==> src/rtl/router_pkg.sv <==
// Shared types for the router output scheduler.
// Holds the FSM state encoding, header field positions, the egress buffer
// entry layout and the round-robin pick helper.
package router_pkg;

  localparam int NUM_PORTS = 3;
  localparam int LEN_MSB   = 7;
  localparam int LEN_LSB   = 2;

  typedef enum logic [1:0] {IDLE, HDR, HWAIT, BODY} state_t;

  typedef struct packed {
    logic [7:0] data;
    logic       sop;
    logic       eop;
    logic [1:0] port;
  } buf_entry_t;

  // First requesting port after 'last' in circular order; returns 'last'
  // when nothing requests. The loop runs downwards so the nearest
  // candidate is the final (winning) assignment.
  function automatic logic [1:0] rr_pick(input logic [1:0] last,
                                         input logic [NUM_PORTS-1:0] req);
    logic [1:0] pick;
    logic [1:0] cand;
    pick = last;
    for (int i = NUM_PORTS; i >= 1; i--) begin
      cand = 2'((int'(last) + i) % NUM_PORTS);
      if (req[cand]) pick = cand;
    end
    return pick;
  endfunction

endpackage

==> src/rtl/router_sched_buf.sv <==
// Purpose: small sync FIFO of egress entries between FIFO capture and the link.
// Latency: push visible at the head the cycle after the push edge.
// Backpressure: pop only on pop_vld & pop_rdy; the writer must never push when full.
// Ports: clk/rst, push_vld/push_dat (write side), pop_rdy/pop_vld/head_dat
//        (read side), count (occupancy 0..DEPTH).
module router_sched_buf
  import router_pkg::*;
#(
  parameter int DEPTH = 3
) (
  input  logic                         clk,
  input  logic                         rst,
  input  logic                         push_vld,
  input  buf_entry_t                   push_dat,
  input  logic                         pop_rdy,
  output logic                         pop_vld,
  output buf_entry_t                   head_dat,
  output logic [$clog2(DEPTH+1)-1:0]   count
);

  localparam int CW = $clog2(DEPTH + 1);
  localparam int PW = $clog2(DEPTH);

  buf_entry_t    mem [DEPTH];
  logic [PW-1:0] wr_ptr;
  logic [PW-1:0] rd_ptr;
  logic          do_pop;

  // Pointers wrap at DEPTH, which need not be a power of two.
  function automatic logic [PW-1:0] ptr_inc(input logic [PW-1:0] p);
    return (p == PW'(DEPTH - 1)) ? '0 : p + 1'b1;
  endfunction

  assign pop_vld  = (count != '0);
  assign do_pop   = pop_vld && pop_rdy;
  assign head_dat = mem[rd_ptr];

  always_ff @(posedge clk) begin
    if (push_vld) mem[wr_ptr] <= push_dat;
  end

  always_ff @(posedge clk or posedge rst) begin
    if (rst) begin
      wr_ptr <= '0;
      rd_ptr <= '0;
      count  <= '0;
    end else begin
      if (push_vld) wr_ptr <= ptr_inc(wr_ptr);
      if (do_pop)   rd_ptr <= ptr_inc(rd_ptr);
      case ({push_vld, do_pop})
        2'b10:   count <= count + CW'(1);
        2'b01:   count <= count - CW'(1);
        default: count <= count;
      endcase
    end
  end

endmodule

==> src/rtl/router_out_sched.sv <==
// Purpose: round-robin picks one of three output FIFOs and serializes whole packets onto one link.
// Latency: FIFO read at t is captured at the t+2 edge; link byte is valid the cycle after capture.
// Backpressure: link_ready low fills the egress buffer; FIFO reads stop once buffered+in-flight hits BUF_DEPTH.
// Ports: vld_out_k/data_out_k/soft_reset_k from FIFO k, read_en_k pops FIFO k;
//        link_* egress byte with valid/ready; abort pulses when a granted packet
//        is abandoned; busy while a packet is still being fetched.
module router_out_sched
  import router_pkg::*;
#(
  parameter int BUF_DEPTH = 3
) (
  input  logic       clk,
  input  logic       rst,
  input  logic       vld_out_0,
  input  logic       vld_out_1,
  input  logic       vld_out_2,
  input  logic [7:0] data_out_0,
  input  logic [7:0] data_out_1,
  input  logic [7:0] data_out_2,
  input  logic       soft_reset_0,
  input  logic       soft_reset_1,
  input  logic       soft_reset_2,
  input  logic       link_ready,
  output logic       read_en_0,
  output logic       read_en_1,
  output logic       read_en_2,
  output logic [7:0] link_data,
  output logic       link_valid,
  output logic       link_sop,
  output logic       link_eop,
  output logic [1:0] link_port,
  output logic       abort,
  output logic       busy
);

  localparam int CW = $clog2(BUF_DEPTH + 1);

  state_t     state, state_nxt;
  // grant doubles as the round-robin pointer: it always holds the last port served.
  logic [1:0] grant, grant_nxt;
  logic [6:0] left, left_nxt;
  logic       pend;      // a FIFO read issued last cycle; its data is on data_out now
  logic       pend_eop;  // that read was the final byte of the packet
  logic       issue;
  logic       abort_now;
  logic       cap;
  logic       room;
  logic       vld_sel;
  logic       srst_sel;
  logic [7:0] data_sel;
  buf_entry_t cap_entry;
  buf_entry_t head;
  logic       head_vld;
  logic [CW-1:0] buf_count;

  always_comb begin
    vld_sel  = 1'b0;
    srst_sel = 1'b0;
    data_sel = '0;
    case (grant)
      2'd0:    begin vld_sel = vld_out_0; srst_sel = soft_reset_0; data_sel = data_out_0; end
      2'd1:    begin vld_sel = vld_out_1; srst_sel = soft_reset_1; data_sel = data_out_1; end
      default: begin vld_sel = vld_out_2; srst_sel = soft_reset_2; data_sel = data_out_2; end
    endcase
  end

  // In-flight reads count against buffer space so a capture always fits.
  assign room      = (int'(buf_count) + int'(pend)) < BUF_DEPTH;
  assign abort_now = ((state == HWAIT) || (state == BODY)) && srst_sel;
  assign issue     = !abort_now && vld_sel && room &&
                     ((state == HDR) || ((state == BODY) && (left != 7'd0)));
  assign cap       = pend && !abort_now;

  assign read_en_0 = issue && (grant == 2'd0);
  assign read_en_1 = issue && (grant == 2'd1);
  assign read_en_2 = issue && (grant == 2'd2);

  assign cap_entry = '{data: data_sel, sop: (state == HWAIT), eop: pend_eop, port: grant};

  always_comb begin
    state_nxt = state;
    grant_nxt = grant;
    left_nxt  = left;
    case (state)
      IDLE: begin
        if (vld_out_0 || vld_out_1 || vld_out_2) begin
          grant_nxt = rr_pick(grant, {vld_out_2, vld_out_1, vld_out_0});
          state_nxt = HDR;
        end
      end
      HDR: begin
        if (issue) state_nxt = HWAIT;
      end
      HWAIT: begin
        if (abort_now) begin
          state_nxt = IDLE;
        end else if (pend) begin
          // Payload bytes plus the trailing parity byte.
          left_nxt  = 7'(data_sel[LEN_MSB:LEN_LSB]) + 7'd1;
          state_nxt = BODY;
        end
      end
      BODY: begin
        if (abort_now) begin
          state_nxt = IDLE;
        end else begin
          if (issue) left_nxt = left - 7'd1;
          if ((left == 7'd0) && !pend) state_nxt = IDLE;
        end
      end
      default: state_nxt = IDLE;
    endcase
  end

  always_ff @(posedge clk or posedge rst) begin
    if (rst) begin
      state    <= IDLE;
      grant    <= 2'd2;
      left     <= '0;
      pend     <= 1'b0;
      pend_eop <= 1'b0;
    end else begin
      state    <= state_nxt;
      grant    <= grant_nxt;
      left     <= left_nxt;
      pend     <= issue;
      pend_eop <= issue && (state == BODY) && (left == 7'd1);
    end
  end

  router_sched_buf #(
    .DEPTH (BUF_DEPTH)
  ) u_buf (
    .clk      (clk),
    .rst      (rst),
    .push_vld (cap),
    .push_dat (cap_entry),
    .pop_rdy  (link_ready),
    .pop_vld  (head_vld),
    .head_dat (head),
    .count    (buf_count)
  );

  // Gate the head fields so an empty link shows zeros rather than stale entries.
  assign link_valid = head_vld;
  assign link_data  = head_vld ? head.data : '0;
  assign link_sop   = head_vld && head.sop;
  assign link_eop   = head_vld && head.eop;
  assign link_port  = head_vld ? head.port : '0;
  assign abort      = abort_now;
  assign busy       = (state != IDLE);

endmodule

==> config.mk <==
export PLATFORM = sky130hd
export DESIGN_NAME = router_out_sched
export DESIGN_NICKNAME = d
export VERILOG_FILES = /design/src/rtl/router_pkg.sv /design/src/rtl/router_sched_buf.sv /design/src/rtl/router_out_sched.sv
export SDC_FILE = /design/constraint.sdc
export NUM_CORES = 1
export LEC_CHECK = 0
export CAP_MARGIN = 40
export CELL_PAD_IN_SITES_DETAIL_PLACEMENT = 1
export CELL_PAD_IN_SITES_GLOBAL_PLACEMENT = 1
export CORE_MARGIN = 1.5
export CORE_UTILIZATION = 45
export DETAILED_ROUTE_END_ITERATION = 12
export PLACE_DENSITY_LB_ADDON = 0.1
export SLEW_MARGIN = 30
export SYNTH_ARGS = -nofsm -noshare
export SYNTH_HDL_FRONTEND = slang
export SYNTH_SLANG_ARGS = --single-unit
export TNS_END_PERCENT = 30
==> constraint.sdc <==
create_clock -name clk -period 5.4 [get_ports clk]
set_input_delay 1.08 -clock clk [delete_from_list [all_inputs] [get_ports clk]]
set_output_delay 1.08 -clock clk [all_outputs]
set_load 0.01 [all_outputs]
* Word-level counts from Yosys, hierarchy flattened
Memory sizes are Yosys's and may differ from the RTL's.
Cells that the tools add are included.
** Word-level totals
- Register bits after elaboration :: 19
- Bits in writable memories :: 36
- Output and inout bits :: 18
- Logic and storage cells :: 108
- Memories :: 1
** Cells by class
- Add/sub/neg operators :: 10
- Divide/modulo/power cells :: 3
- $lt $le $gt $ge :: 4
- Equal/unequal tests :: 18
- Mux-type cells :: 31
- Reduce and logical (&&, ||, !) cells :: 33
** Memory list
- u_buf.mem :: words 3, width 12, read ports 1, clocked after memory_dff 0, write ports 1, line router_sched_buf.sv:24 : buf_entry_t mem [DEPTH];
** Operators by type and width (count)
- remainder unit 32 x 3 -> 32 bit (second input constant) :: 3
- two-way mux 7 bit :: 4
- two-way mux 2 bit :: 12
- one-hot mux 8 bit (2 select lines) :: 1
- logical AND 1 bit :: 15
- one-hot mux 7 bit (2 select lines) :: 1
- equality test 2 bit (second input constant) :: 6
- inequality test 2 bit (second input constant) :: 6
- < comparator 2 x 3 -> 1 bit (second input constant) :: 3
- two-way mux 8 bit :: 1
- one-hot mux 2 bit (4 select lines) :: 1
- nonzero test 2 bit :: 4
- adder 6 x 1 -> 7 bit (second input constant) :: 1
- equality test 7 x 1 -> 1 bit (second input constant) :: 1
- zero test 7 bit :: 1
- nonzero test 7 bit :: 1
- subtractor 7 x 1 -> 7 bit (second input constant) :: 1
- adder 2 x 1 -> 2 bit (second input constant) :: 3
- adder 2 x 2 -> 3 bit (second input constant) :: 2
- binary-select mux 1 bit (select 2 bit) :: 3
- equality test 2 x 1 -> 1 bit (second input constant) :: 3
- two-way mux 1 bit :: 5
- AND reduction 5 bit :: 1
- zero test 2 bit :: 2
- other kinds (13) :: 18

* Depth between registers and ports, before layout
- Depth after elaboration :: 10
- Gate-level depth with buffers :: 11
- Depth with buffers taken out :: 9

* Hierarchy
From an unflattened synthesis, not the netlist that was laid out.
** Second synthesis, totals
- Cell total of the unflattened synthesis :: 300
- Area total of the unflattened synthesis :: 3136.8 µm²
** Modules (own cells, without submodules)
- router_sched_buf :: times used 1, cells each 105, area each 1634.1 µm², seq. area each 1231.2 µm²
- router_out_sched :: times used 1, cells each 195, area each 1502.7 µm², seq. area each 326.6 µm²

* Least setup slack after synthesis
OpenSTA, ideal clock, no wires.
- Kind :: input to register
- Start :: in soft_reset_1
- End :: mem u_buf.mem[1][0] (netlist bit), enable pin
- Library setup time :: 402 ps
- Data arrival time :: 2680 ps
- Required time :: 4998 ps
- Setup slack :: 2319 ps
- Stages :: 4
- Path buffers :: 0
- Cell sequence :: a22o_1 > a21oi_4 > o21ai_2 > nor3b_1
** Between the ends
- Cells in the longest elaborated chain, start to end :: 6
** RTL lines
- from (decl) :: line router_out_sched.sv:21 : input logic soft_reset_1,
- one-hot mux 1 bit (2 select lines) :: line router_out_sched.sv:60 : case (grant)
- logical AND 1 bit :: line router_out_sched.sv:69 : assign abort_now = ((state == HWAIT) || (state == BODY)) && srst_sel;
- zero test 1 bit :: line router_out_sched.sv:72 : assign cap = pend && !abort_now;
- logical AND 1 bit :: line router_out_sched.sv:72
- two-way mux 1 bit :: line router_sched_buf.sv:39 : if (push_vld) mem[wr_ptr] <= push_dat;
- two-way mux 1 bit (not written as such) :: line router_sched_buf.sv:39
- to (decl) :: line router_sched_buf.sv:24
No other way between the ends.

* Worst setup path in the final report
- Start :: in vld_out_2
- End :: out read_en_0
** Between the ends
- Cells in the longest elaborated chain, start to end :: 5
** RTL lines
- from (decl) :: line router_out_sched.sv:16 : input logic vld_out_2,
- one-hot mux 1 bit (2 select lines) :: line router_out_sched.sv:60
- logical AND 1 bit (3 in a row) :: line router_out_sched.sv:70 : assign issue = !abort_now && vld_sel && room &&
- via issue :: line router_out_sched.sv:44 : logic issue;
- logical AND 1 bit :: line router_out_sched.sv:74 : assign read_en_0 = issue && (grant == 2'd0);
- to (decl) :: line router_out_sched.sv:24 : output logic read_en_0,
The timed path passes the listed nets, and every way through them passes these cells.

==> results.md <==
- Status: complete, no violations
- P_leak: 0.00149 uW
- Largest net degree at the start of global routing: 28
- # H-tree levels: 2
- Area Growth Syn to Fin: 21.3%
- Critical path startpoint category: primary input
- Setup TNS: 0 ns
- Worst Max-Slew Pin Slew: 0.795 ns
- Final hold slack: 0.487 ns
- Max-cap viol count: 0
- Final hold violation count: 0
- Worst R2R Start: grant[0]
- Tot Pwr: 2150 uW
- Final #Nets: 380
- Core area: 6760 sq um
- Total congestion overflow: 0
- CP peak stage delay: 0.62 ns
- Hold Path Sink: u_buf.mem[1][2]
- Initial drt markers: 117
- Crit path max-delay family: buffers and inverters
- Kind of critical path: primary input to primary output
- Post-synth cell types: 60
- Mean Syn Cell Area: 10.9 sq um
- Antenna Cells: 0
- Dpl cell area: 3660 sq um
- FF-to-FF End: u_buf.mem[1][10]
- Reg2Reg Depth: 6
- Worst hold path depth: 0
- Critical path required time: 4.32 ns
- CTS tree: yes
- Hold_buf cts: 0
- Slew Limit Headroom: 47.0%
- Routed WL per cell: 17.6 um
- Fin crit period: 4.30 ns
- R2R Setup Slk: 2.37 ns
- Most used DFF post-synth: edfxtp_1
- #FFs+latches synth: 55
- Number of antenna violations at the first check in global routing: 0
- Vias: 2345
- Setup Buffers After CTS: 0
- Die width: 86.5 um
- Die outline area: 7480 sq um
- WL final: 7330 um
- Io pins: 51
- Worst Path Arrival: 3.22 ns
- Setup Viol. Count Final: 0
- Critical Path, Cell by Cell: clkdlybuf4s50_1 > nor3b_1 > o2111ai_1 > nor2_1 > and2_1 > clkdlybuf4s50_1
- CP most frequent cell: clkdlybuf4s50_1
- Syn nets: 333
- Number of global-route vias before repair: 2337
- Clk buf depth: 2
- Post-synth EDFFs: 36
- IO Port Bufs: 50
- Die Span Y: 86.5 um
- F_max: 232 MHz
- Sequential fraction of the synthesis area: 49.7%
- Crit path buf inv count: 2
- Total track usage: 20.6%
- Num CTS Buffers: 5
- Post-DP HPWL: 5420 um
- Ys Warns: 0
- Crit-path slowest cell: clkdlybuf4s50_1
- Antenna Nets Post-Route: 0
- Initial Util: 46.4%
- Post-layout util: 56.3%
- Final instance area: 3800 sq um
- Max-slew violations: 0
- Worst-Skew Late Latency: 0.30 ns
- First-pass GRT wire length: 11800 um
- Root buf cell: clkbuf_8
- Placer Congestion: 0.808
- Mapped Area: 3140 sq um
- Clock Sink Count: 55
- Clock Skew: 0.00358 ns
- Site Rows: 30
- Share of layout cells above drive strength 1: 10.4%
- Crit path max fanout: 9
- DR pass1 iterations: 4
- Worst hold start: pend_eop
- Crit share post-route: 79.7%
- CTS clk-pin slew, worst paths: 0.10 ns
- CP Capture Type: primary output
- Cells after synthesis: 288
- Via/cell ratio: 5.64
- RSZ-0062 raised after global routing: false
- PD cells: 565 nW/um^2
- HP Class: register to register
- Residual DRC: 0
- Asr flop ratio synth: 34.5%
- Peak supply drop: 0.232 mV
- PostCTS Resize Cnt: 0
[final cells by class]
type	instances	area (sq um)
Fill cell	732	2950
Tap cell	80	100
Clock inverter	2	16.3
Clock buffer	6	82.6
Multi-Input combinational cell	201	1420
Sequential cell	55	1560
Timing Repair Buffer	56	564
Inverter	16	60.1
[Yosys cell counts, types with 5 or more instances]
| library cell | count | share of area [%] |
|---|---|---|
| nand2_1 | 17 | 2.0 |
| nor2_1 | 37 | 4.4 |
| a22oi_1 | 5 | 1.2 |
| mux2i_1 | 19 | 6.1 |
| o21ai_1 | 5 | 0.80 |
| clkbuf_1 | 9 | 1.1 |
| ha_1 | 12 | 4.8 |
| a21oi_1 | 20 | 3.2 |
| nor3_1 | 8 | 1.3 |
| inv_1 | 16 | 1.9 |
| dfrtp_1 | 18 | 14 |
| and2_1 | 5 | 1.0 |
| edfxtp_1 | 36 | 34 |
[cells in the final DEF, fill, tap and decap left out, types with 3 or more instances in the layout]
| master | count |
|---|---|
| clkdlybuf4s50_1 | 50 |
| nor2_1 | 37 |
| edfxtp_1 | 36 |
| a21oi_1 | 20 |
| mux2i_1 | 19 |
| dfrtp_1 | 18 |
| nand2_1 | 17 |
| inv_1 | 16 |
| ha_1 | 12 |
| nor3_1 | 8 |
| clkbuf_8 | 6 |
| and2_1 | 5 |
| o21ai_1 | 5 |
| a22oi_1 | 5 |
| nor2b_1 | 4 |
| a22o_1 | 4 |
| nor3b_2 | 4 |
| o21ai_0 | 4 |
| xnor2_1 | 4 |
| a21o_1 | 4 |
| a22o_2 | 3 |
| buf_4 | 3 |
[worst max-delay path by stage]
stage / start / end / cells past startpoint
after global placement: vld_out_2 / read_en_1 / 6
after global routing: vld_out_2 / read_en_1 / 6
after detailed placement: vld_out_2 / read_en_0 / 6
final: vld_out_2 / read_en_0 / 6
after CTS: grant[1] / read_en_1 / 8
after floorplan: soft_reset_1 / u_buf.mem[1][0] / 4
[worst register-to-register path, stage by stage, from the launching register on]
cell	delay, ns
dfrtp_1	0.46
inv_1	0.15
ha_1	0.69
nor2_2	0.21
a21oi_4	0.31
o21ai_2	0.18
nor3b_4	0.67
[state kept, by name (all words and copies together), names as in the netlist]
name          cells
u_buf.count       2
u_buf.mem        36
u_buf.rd_ptr      2
left              7
pend_eop          1
grant             2
u_buf.wr_ptr      2
pend              1
state             2
[routing by layer]
metal,global-route usage [%],share of wire [%],vias up
li1,-,-,1140
met2,33.3,49,37
met4,5.43,1.3,0
met3,3.14,2.4,9
met5,0,0,-
met1,29.1,48,1159
[kinds of logic (layout without fill, tap and decap cells)]
| family | after synthesis | count (layout) | share of synthesized area [%] |
|---|---|---|---|
| flops | 55 | 55 | 49.7 |
| simple gates | 94 | 94 | 15.9 |
| compound gates | 70 | 70 | 16.6 |
| buf+inv | 32 | 80 | 5.31 |
| xor+xnor | 6 | 6 | 1.68 |
| mux | 19 | 19 | 6.07 |
| fa+ha+maj | 12 | 12 | 4.79 |
[power breakdown]
group	internal, uW	total, uW	switching (uW)
registers	601	719	118
logic	530	1190	663
clock network	105	239	134
[metrics by stage]
stage / worst slack, ns / instances
3_3_place_gp: 1.20 / 404
4_1_cts: 1.12 / 413
5_1_grt: 0.986 / 416
3_5_place_dp: 1.17 / 405
2_1_floorplan: 2.32 / 288
6_report: 1.10 / 416
Note: power is estimated with default switching activity, not from simulation.
